--- src/rtl/rob_pkg.sv ---
// Shared constants and pointer helpers for the reorder-buffer retire controller.
// Imported by the interface, the done-bit store and the controller top.
package rob_pkg;

  localparam int ROB_ADDR_WIDTH = 4;
  localparam int ROB_DATA_WIDTH = 8;

  // True when id sits inside the occupied window [head, tail), modulo the ring.
  // Pointers carry a wrap bit above addr_width; id is a plain entry index.
  function automatic logic id_in_window(input logic [31:0] id,
                                        input logic [31:0] head,
                                        input logic [31:0] tail,
                                        input int unsigned addr_width);
    logic [31:0] idx_mask;
    logic [31:0] ptr_mask;
    logic [31:0] offset;
    logic [31:0] occupancy;
    idx_mask  = (32'd1 << addr_width) - 32'd1;
    ptr_mask  = (32'd1 << (addr_width + 1)) - 32'd1;
    offset    = (id - head) & idx_mask;
    occupancy = (tail - head) & ptr_mask;
    return offset < occupancy;
  endfunction

endpackage

--- src/rtl/rob_retire_ctrl_if.sv ---
// Issue, completion, retire and flush signals of the ROB retire controller.
// master = surrounding pipeline, slave = the controller.
interface rob_retire_ctrl_if
  import rob_pkg::*;
#(
  parameter int ADDR_WIDTH = ROB_ADDR_WIDTH,
  parameter int DATA_WIDTH = ROB_DATA_WIDTH
);

  logic                  alloc_valid_i;
  logic                  alloc_ready_o;
  logic [ADDR_WIDTH-1:0] alloc_id_o;

  logic                  cmpl_valid_i;
  logic [ADDR_WIDTH-1:0] cmpl_id_i;
  logic [DATA_WIDTH-1:0] cmpl_data_i;

  logic                  ret_valid_o;
  logic                  ret_ready_i;
  logic [ADDR_WIDTH-1:0] ret_id_o;
  logic [DATA_WIDTH-1:0] ret_data_o;

  logic                  flush_i;
  logic [ADDR_WIDTH:0]   count_o;
  logic                  empty_o;
  logic                  full_o;

  modport master (
    output alloc_valid_i, cmpl_valid_i, cmpl_id_i, cmpl_data_i, ret_ready_i, flush_i,
    input  alloc_ready_o, alloc_id_o, ret_valid_o, ret_id_o, ret_data_o,
           count_o, empty_o, full_o
  );

  modport slave (
    input  alloc_valid_i, cmpl_valid_i, cmpl_id_i, cmpl_data_i, ret_ready_i, flush_i,
    output alloc_ready_o, alloc_id_o, ret_valid_o, ret_id_o, ret_data_o,
           count_o, empty_o, full_o
  );

endinterface

--- src/rtl/rob_done_mem.sv ---
// Per-entry "completion arrived" bits: set on completion, cleared on retire,
// on allocation and globally on flush; two asynchronous read ports.
module rob_done_mem
  import rob_pkg::*;
#(
  parameter int ADDR_WIDTH = ROB_ADDR_WIDTH
) (
  input  logic                  clk,
  input  logic                  rst_n,
  input  logic                  flush,
  input  logic                  set_en,
  input  logic [ADDR_WIDTH-1:0] set_idx,
  input  logic                  clr_en,
  input  logic [ADDR_WIDTH-1:0] clr_idx,
  input  logic                  alloc_clr_en,
  input  logic [ADDR_WIDTH-1:0] alloc_clr_idx,
  input  logic [ADDR_WIDTH-1:0] head_idx,
  output logic                  head_done,
  input  logic [ADDR_WIDTH-1:0] probe_idx,
  output logic                  probe_done
);

  localparam int DEPTH = 1 << ADDR_WIDTH;

  logic [DEPTH-1:0] done_q;

  // The controller guarantees set, retire-clear and alloc-clear never target
  // the same entry in one cycle, so the priority below is only a tie-break.
  always_ff @(posedge clk) begin
    // NOTE: state is assigned with <= so every bit samples pre-edge values.
    if (!rst_n || flush) begin
      done_q <= '0;
    end else begin
      for (int i = 0; i < DEPTH; i++) begin
        if (set_en && set_idx == ADDR_WIDTH'(i)) begin
          done_q[i] <= 1'b1;
        end else if ((clr_en && clr_idx == ADDR_WIDTH'(i)) ||
                     (alloc_clr_en && alloc_clr_idx == ADDR_WIDTH'(i))) begin
          done_q[i] <= 1'b0;
        end
      end
    end
  end

  assign head_done  = done_q[head_idx];
  assign probe_done = done_q[probe_idx];

endmodule

--- src/rtl/rob_retire_ctrl.sv ---
// In-order allocate / out-of-order complete / in-order retire controller for
// the reorder buffer: owns head/tail pointers, done bits and the payload array.
module rob_retire_ctrl
  import rob_pkg::*;
#(
  parameter int ADDR_WIDTH = ROB_ADDR_WIDTH,
  parameter int DATA_WIDTH = ROB_DATA_WIDTH
) (
  input  logic               clk,
  input  logic               rst_n,
  rob_retire_ctrl_if.slave   bus
);

  localparam int DEPTH = 1 << ADDR_WIDTH;
  localparam int PTR_W = ADDR_WIDTH + 1;

  logic [PTR_W-1:0]      head_q;
  logic [PTR_W-1:0]      tail_q;
  logic [PTR_W-1:0]      count;
  logic [ADDR_WIDTH-1:0] head_idx;
  logic [ADDR_WIDTH-1:0] tail_idx;
  logic                  empty;
  logic                  full;
  logic                  alloc_ready;
  logic                  alloc_fire;
  logic                  ret_valid;
  logic                  ret_fire;
  logic                  cmpl_in_window;
  logic                  cmpl_fire;
  logic                  head_done;
  logic                  cmpl_done;
  logic [DATA_WIDTH-1:0] payload_q [DEPTH];

  assign head_idx = head_q[ADDR_WIDTH-1:0];
  assign tail_idx = tail_q[ADDR_WIDTH-1:0];
  assign count    = tail_q - head_q;
  assign empty    = (head_q == tail_q);
  // Same slot but opposite wrap bits: the ring has lapped the head exactly once.
  assign full     = (head_idx == tail_idx) && (head_q[ADDR_WIDTH] != tail_q[ADDR_WIDTH]);

  // Flush suppresses every handshake in its cycle.
  assign alloc_ready = !full && !bus.flush_i;
  assign alloc_fire  = bus.alloc_valid_i && alloc_ready;
  assign ret_valid   = !empty && head_done && !bus.flush_i;
  assign ret_fire    = ret_valid && bus.ret_ready_i;

  assign cmpl_in_window = id_in_window(32'(bus.cmpl_id_i), 32'(head_q), 32'(tail_q), ADDR_WIDTH);
  assign cmpl_fire      = bus.cmpl_valid_i && !bus.flush_i && cmpl_in_window && !cmpl_done;

  always_ff @(posedge clk) begin
    if (!rst_n || bus.flush_i) begin
      head_q <= '0;
      tail_q <= '0;
    end else begin
      if (alloc_fire) tail_q <= tail_q + PTR_W'(1);
      if (ret_fire)   head_q <= head_q + PTR_W'(1);
    end
  end

  // NOTE: the payload array is deliberately left out of reset; the done bits
  // already mark which entries hold valid data, so only they are cleared.
  always_ff @(posedge clk) begin
    if (rst_n && cmpl_fire) payload_q[bus.cmpl_id_i] <= bus.cmpl_data_i;
  end

  rob_done_mem #(
    .ADDR_WIDTH (ADDR_WIDTH)
  ) u_done_mem (
    .clk           (clk),
    .rst_n         (rst_n),
    .flush         (bus.flush_i),
    .set_en        (cmpl_fire),
    .set_idx       (bus.cmpl_id_i),
    .clr_en        (ret_fire),
    .clr_idx       (head_idx),
    .alloc_clr_en  (alloc_fire),
    .alloc_clr_idx (tail_idx),
    .head_idx      (head_idx),
    .head_done     (head_done),
    .probe_idx     (bus.cmpl_id_i),
    .probe_done    (cmpl_done)
  );

  assign bus.alloc_ready_o = alloc_ready;
  assign bus.alloc_id_o    = tail_idx;
  assign bus.ret_valid_o   = ret_valid;
  assign bus.ret_id_o      = head_idx;
  assign bus.ret_data_o    = payload_q[head_idx];
  assign bus.count_o       = count;
  assign bus.empty_o       = empty;
  assign bus.full_o        = full;

endmodule

--- src/flat_wrapper.sv ---
// flat-port wrapper written by rule: the top's interface ports become plain ports
module rob_retire_ctrl_flat import rob_pkg::*;
#(
  parameter int ADDR_WIDTH = ROB_ADDR_WIDTH,
  parameter int DATA_WIDTH = ROB_DATA_WIDTH
)
  (clk, rst_n, bus_alloc_valid_i, bus_cmpl_valid_i, bus_cmpl_id_i, bus_cmpl_data_i, bus_ret_ready_i, bus_flush_i, bus_alloc_ready_o, bus_alloc_id_o, bus_ret_valid_o, bus_ret_id_o, bus_ret_data_o, bus_count_o, bus_empty_o, bus_full_o);
  rob_retire_ctrl_if #(.ADDR_WIDTH(ADDR_WIDTH), .DATA_WIDTH(DATA_WIDTH)) bus_i ();
  input  logic clk;
  input  logic rst_n;
  input wire logic [$bits(bus_i.alloc_valid_i)-1:0] bus_alloc_valid_i;
  input wire logic [$bits(bus_i.cmpl_valid_i)-1:0] bus_cmpl_valid_i;
  input wire logic [$bits(bus_i.cmpl_id_i)-1:0] bus_cmpl_id_i;
  input wire logic [$bits(bus_i.cmpl_data_i)-1:0] bus_cmpl_data_i;
  input wire logic [$bits(bus_i.ret_ready_i)-1:0] bus_ret_ready_i;
  input wire logic [$bits(bus_i.flush_i)-1:0] bus_flush_i;
  output wire logic [$bits(bus_i.alloc_ready_o)-1:0] bus_alloc_ready_o;
  output wire logic [$bits(bus_i.alloc_id_o)-1:0] bus_alloc_id_o;
  output wire logic [$bits(bus_i.ret_valid_o)-1:0] bus_ret_valid_o;
  output wire logic [$bits(bus_i.ret_id_o)-1:0] bus_ret_id_o;
  output wire logic [$bits(bus_i.ret_data_o)-1:0] bus_ret_data_o;
  output wire logic [$bits(bus_i.count_o)-1:0] bus_count_o;
  output wire logic [$bits(bus_i.empty_o)-1:0] bus_empty_o;
  output wire logic [$bits(bus_i.full_o)-1:0] bus_full_o;
  assign bus_i.alloc_valid_i = bus_alloc_valid_i;
  assign bus_i.cmpl_valid_i = bus_cmpl_valid_i;
  assign bus_i.cmpl_id_i = bus_cmpl_id_i;
  assign bus_i.cmpl_data_i = bus_cmpl_data_i;
  assign bus_i.ret_ready_i = bus_ret_ready_i;
  assign bus_i.flush_i = bus_flush_i;
  assign bus_alloc_ready_o = bus_i.alloc_ready_o;
  assign bus_alloc_id_o = bus_i.alloc_id_o;
  assign bus_ret_valid_o = bus_i.ret_valid_o;
  assign bus_ret_id_o = bus_i.ret_id_o;
  assign bus_ret_data_o = bus_i.ret_data_o;
  assign bus_count_o = bus_i.count_o;
  assign bus_empty_o = bus_i.empty_o;
  assign bus_full_o = bus_i.full_o;
  rob_retire_ctrl #(.ADDR_WIDTH(ADDR_WIDTH), .DATA_WIDTH(DATA_WIDTH)) u_core (.clk(clk), .rst_n(rst_n), .bus(bus_i));
endmodule
--- config.mk ---
export PLATFORM = sky130hd
export DESIGN_NAME = rob_retire_ctrl_flat
export DESIGN_NICKNAME = d
export VERILOG_FILES = /design/src/rtl/rob_pkg.sv /design/src/rtl/rob_retire_ctrl_if.sv /design/src/rtl/rob_done_mem.sv /design/src/rtl/rob_retire_ctrl.sv /design/src/flat_wrapper.sv
export SDC_FILE = /design/constraint.sdc
export NUM_CORES = 1
export LEC_CHECK = 0
export CORE_ASPECT_RATIO = 0.8
export CORE_MARGIN = 3
export CORE_UTILIZATION = 40
export DETAILED_ROUTE_END_ITERATION = 12
export GPL_TIMING_DRIVEN = 0
export HOLD_SLACK_MARGIN = 0.12
export MAX_ROUTING_LAYER = met4
export PLACE_DENSITY_LB_ADDON = 0.2
export SLEW_MARGIN = 20
export SYNTH_ARGS = -nofsm -noshare
export SYNTH_HDL_FRONTEND = slang
export SYNTH_SLANG_ARGS = --single-unit
--- constraint.sdc ---
create_clock -name clk -period 5 [get_ports clk]
set_input_delay 1 -clock clk [delete_from_list [all_inputs] [get_ports clk]]
set_output_delay 1 -clock clk [all_outputs]
set_load 0.05 [all_outputs]
==> flow_summary.yaml <==
status:
  outcome: "finished, final reports clean"
placement:
  dp_slack_ns: -0.3288
  placed_cells: 736
  place_hpwl_um: 12880
  port_buffers: 40
  place.gp.congestion: 0.9998
sta:
  post-route-period-util: 0.9728
  fmax_mhz: 205.6
  tightest_slew_ns: 1.103
  clock-skew-final_ns: 0.008537
  final.setup.tns_ns: 0
  finalHoldViolations: 0
  slew_violations: 0
  max_slew_margin: 0.2455
  setup_violations: 0
  finalWorstSetupSlack_ns: 0.1361
  final.min_clock_period_ns: 4.864
grt:
  grt-ovfl-total: 0
  grt_pass1_vias: 4494
  grt_pass1_wl_um: 27380
  grtUsageTotal: 0.1977
  antenna_found_initial: 0
  grt_max_degree: 17
synth:
  synthCells: 455
  synth_edf_count: 128
  synthFlopType: "edfxtp_1"
  synth_area_mm2: 0.007133
  synth_async_sr_flop_share: 0
  synth.avg_cell_area_um2: 15.68
  synthDistinctLibCells: 53
  ys_seq_elements: 158
  seq_area_frac_synth: 0.6230
  ys_warn_count: 0
  syn_nets: 493
min_path:
  hold_class: "register to register"
floorplanning:
  start_util: 0.4092
  die_h_um: 125.4
  die_area_mm2: 0.01948
  die_w_um: 155.3
  pin_count: 43
  fp-row-count: 43
  coreArea_mm2: 0.01743
drt:
  avgViaCountPerCell: 5.725
  antenna_left: 0
  vias: 4391
  wirelength_um: 17850
  drt_iter0_drc: 423
  drc: 0
  wl_per_cell_um: 23.28
  first_pass_iters: 4
final_layout:
  syn2layout_area_growth_pct: 20.89
  drive_gt1_frac: 0.2380
  fin_cells: 767
  n_antenna_cell: 0
  nets: 568
  fillers: 1519
  final_common_cell: "edfxtp_1"
  most-common-layout-cells: "edfxtp_1 (128), mux4_2 (44), clkdlybuf4s50_1 (40)"
power_and_ir_drop:
  switching_power_uw: 600.2
  comb_power_share: 0.036
  power.density_mw_per_mm2: 329.3
  switching_share: 0.2114
  p_int_uw: 2239
  clkPwrFrac: 0.463
  power_uw: 2839
  leakage_uw: 0.002802
  peakVddDrop_mv: 0.2323
  seqPwrFrac: 0.502
clocking:
  htree_levels: 4
  ctsRootBufferMaster: "clkbuf_16"
  cts_tree: "yes"
  cts.path.max_buffers: 2
  post_cts_buffers: 0
  insertion_delay_ns: 0.43
  cts_hold_repair.buffers: 0
  cts.sinks: 158
  cts_buffers: 17
  clkSlewWorstSetupHoldPaths_ns: 0.06
worst_setup_path:
  required_ns: 5.14
  start_kind: "input port"
  timing.critical_path.cells: "clkdlybuf4s50_1 > inv_1 > ha_1 > inv_1 > fa_1 > ha_1 > a211oi_1 > o21bai_1 > and2_1 > buf_2 > buf_1 > nor4_2 > buf_2"
  max_stage_delay_ns: 0.68
  cp.buffers_inverters: 6
  crit_path_end_kind: "register"
  critical_path.top_delay_family: "buffers and inverters"
  worst_ep_arrival_time_ns: 5.00
  cp_slowest_cell: "clkdlybuf4s50_1"
  worstPathMaxFanout: 10
  crit_type: "input port to register"
flow_run:
  max-cap-violations: 0
==> cell families after synthesis <==
group                    after synthesis  share of synthesized area
XOR/XNOR                              12                    0.01579
buffers and inverters                 48                    0.03069
adder cells (fa/ha/maj)               20                    0.03719
AO/OA/AOI/OAI                         59                    0.06332
flip-flops                           158                     0.6230
multiplexers                          55                     0.1551
AND/OR/NAND/NOR                      103                    0.07490
==> sequential cells by signal (all words and copies together), names as in the netlist, named ones only <==
signal / cells
u_core.payload_q: 128
u_core.u_done_mem.done_q: 16
u_core.head_q: 5
u_core.tail_q: 5
==> repair_timing <==
action | 4_1_cts | 5_1_grt
endpoints found under the setup margin | 0 | 21
hold endpoints to repair | 0 | 0
resized for setup | 0 | 5
==> per-layer routing <==
layer  wire length [um]  global-route usage  up-vias  share of wire
met5                  0                   -        -              0
li1                   -                   -     1970              -
met2               8138              0.2839      173           0.46
met1               8325              0.2841     2225           0.47
met4                281             0.05661        0          0.016
met3               1106             0.04602       23          0.062
==> cell type report <==
type | count | area [um2] | share of cell area
well taps | 225 | 281.5 | 0.03265
multi-input cells | 249 | 2584 | 0.2996
repair buffers | 56 | 499.2 | 0.05789
flip-flops and latches | 158 | 4444 | 0.5154
clock buffers | 19 | 432.9 | 0.05020
inverters | 17 | 63.81 | 0.007400
plain buffers | 31 | 155.1 | 0.01799
clock inverters | 12 | 162.7 | 0.01886
==> final timing paths <==
kind / start / endpoint / slack (ns) / cells past startpoint
max: bus_cmpl_id_i[0] / u_core.payload_q[6][3] / 0.14 / 13
min: u_core.u_done_mem.done_q[10] / u_core.u_done_mem.done_q[10] / 0.53 / 1
max reg2reg: u_core.head_q[1] / u_core.payload_q[9][7] / 0.46 / 15
min reg2reg: u_core.u_done_mem.done_q[10] / u_core.u_done_mem.done_q[10] / 0.53 / 1
==> Yosys cell counts (all sizes together), types with 2 or more instances <==
cell type  count  area share
edfxtp       128        0.54
mux4          44        0.14
dfxtp         30       0.084
nand2         27       0.014
nor2          22       0.012
buf           19       0.015
ha            18       0.032
inv           15      0.0079
nor4          15       0.013
clkbuf        12      0.0063
o41ai         12       0.015
a21oi          9      0.0063
o21ai          8      0.0056
xnor2          8      0.0098
mux2i          7      0.0098
nand3          6      0.0042
a21o           5      0.0054
and2           5      0.0044
a221o          4      0.0056
mux2           4      0.0063
nand2b         4      0.0035
nand4          4      0.0035
nor3           4      0.0028
o2111ai        4      0.0049
or3            4      0.0037
xor2           4      0.0060
nand4b         3      0.0037
a211oi         2      0.0021
a41o           2      0.0028
clkinv         2      0.0011
fa             2      0.0056
nor2b          2      0.0018
nor3b          2      0.0021
o211a          2      0.0028
o211ai         2      0.0021
o22ai          2      0.0018
==> power groups by stage <==
stage	sequential, uW	combinational (uW)	clock (uW)
finish	1420	102	1310
global placement	1450	90.2	0
global route	1420	110	1390
detailed placement	1450	97.7	0
floorplan	1450	44.5	0
CTS	1420	98.3	1330
==> stage by stage <==
| step | util | area [um2] | hold WS [ns] |
|---|---|---|---|
| 2_1_floorplan | - | 7133 | 0.4592 |
| 3_3_place_gp | 0.4483 | 7815 | 0.4942 |
| 3_5_place_dp | 0.4587 | 7996 | 0.5035 |
| 4_1_cts | 0.4929 | 8592 | 0.5203 |
| 5_1_grt | 0.4947 | 8623 | 0.5525 |
| 6_report | 0.4947 | 8623 | 0.5307 |
(Power assumes the default switching activity.)
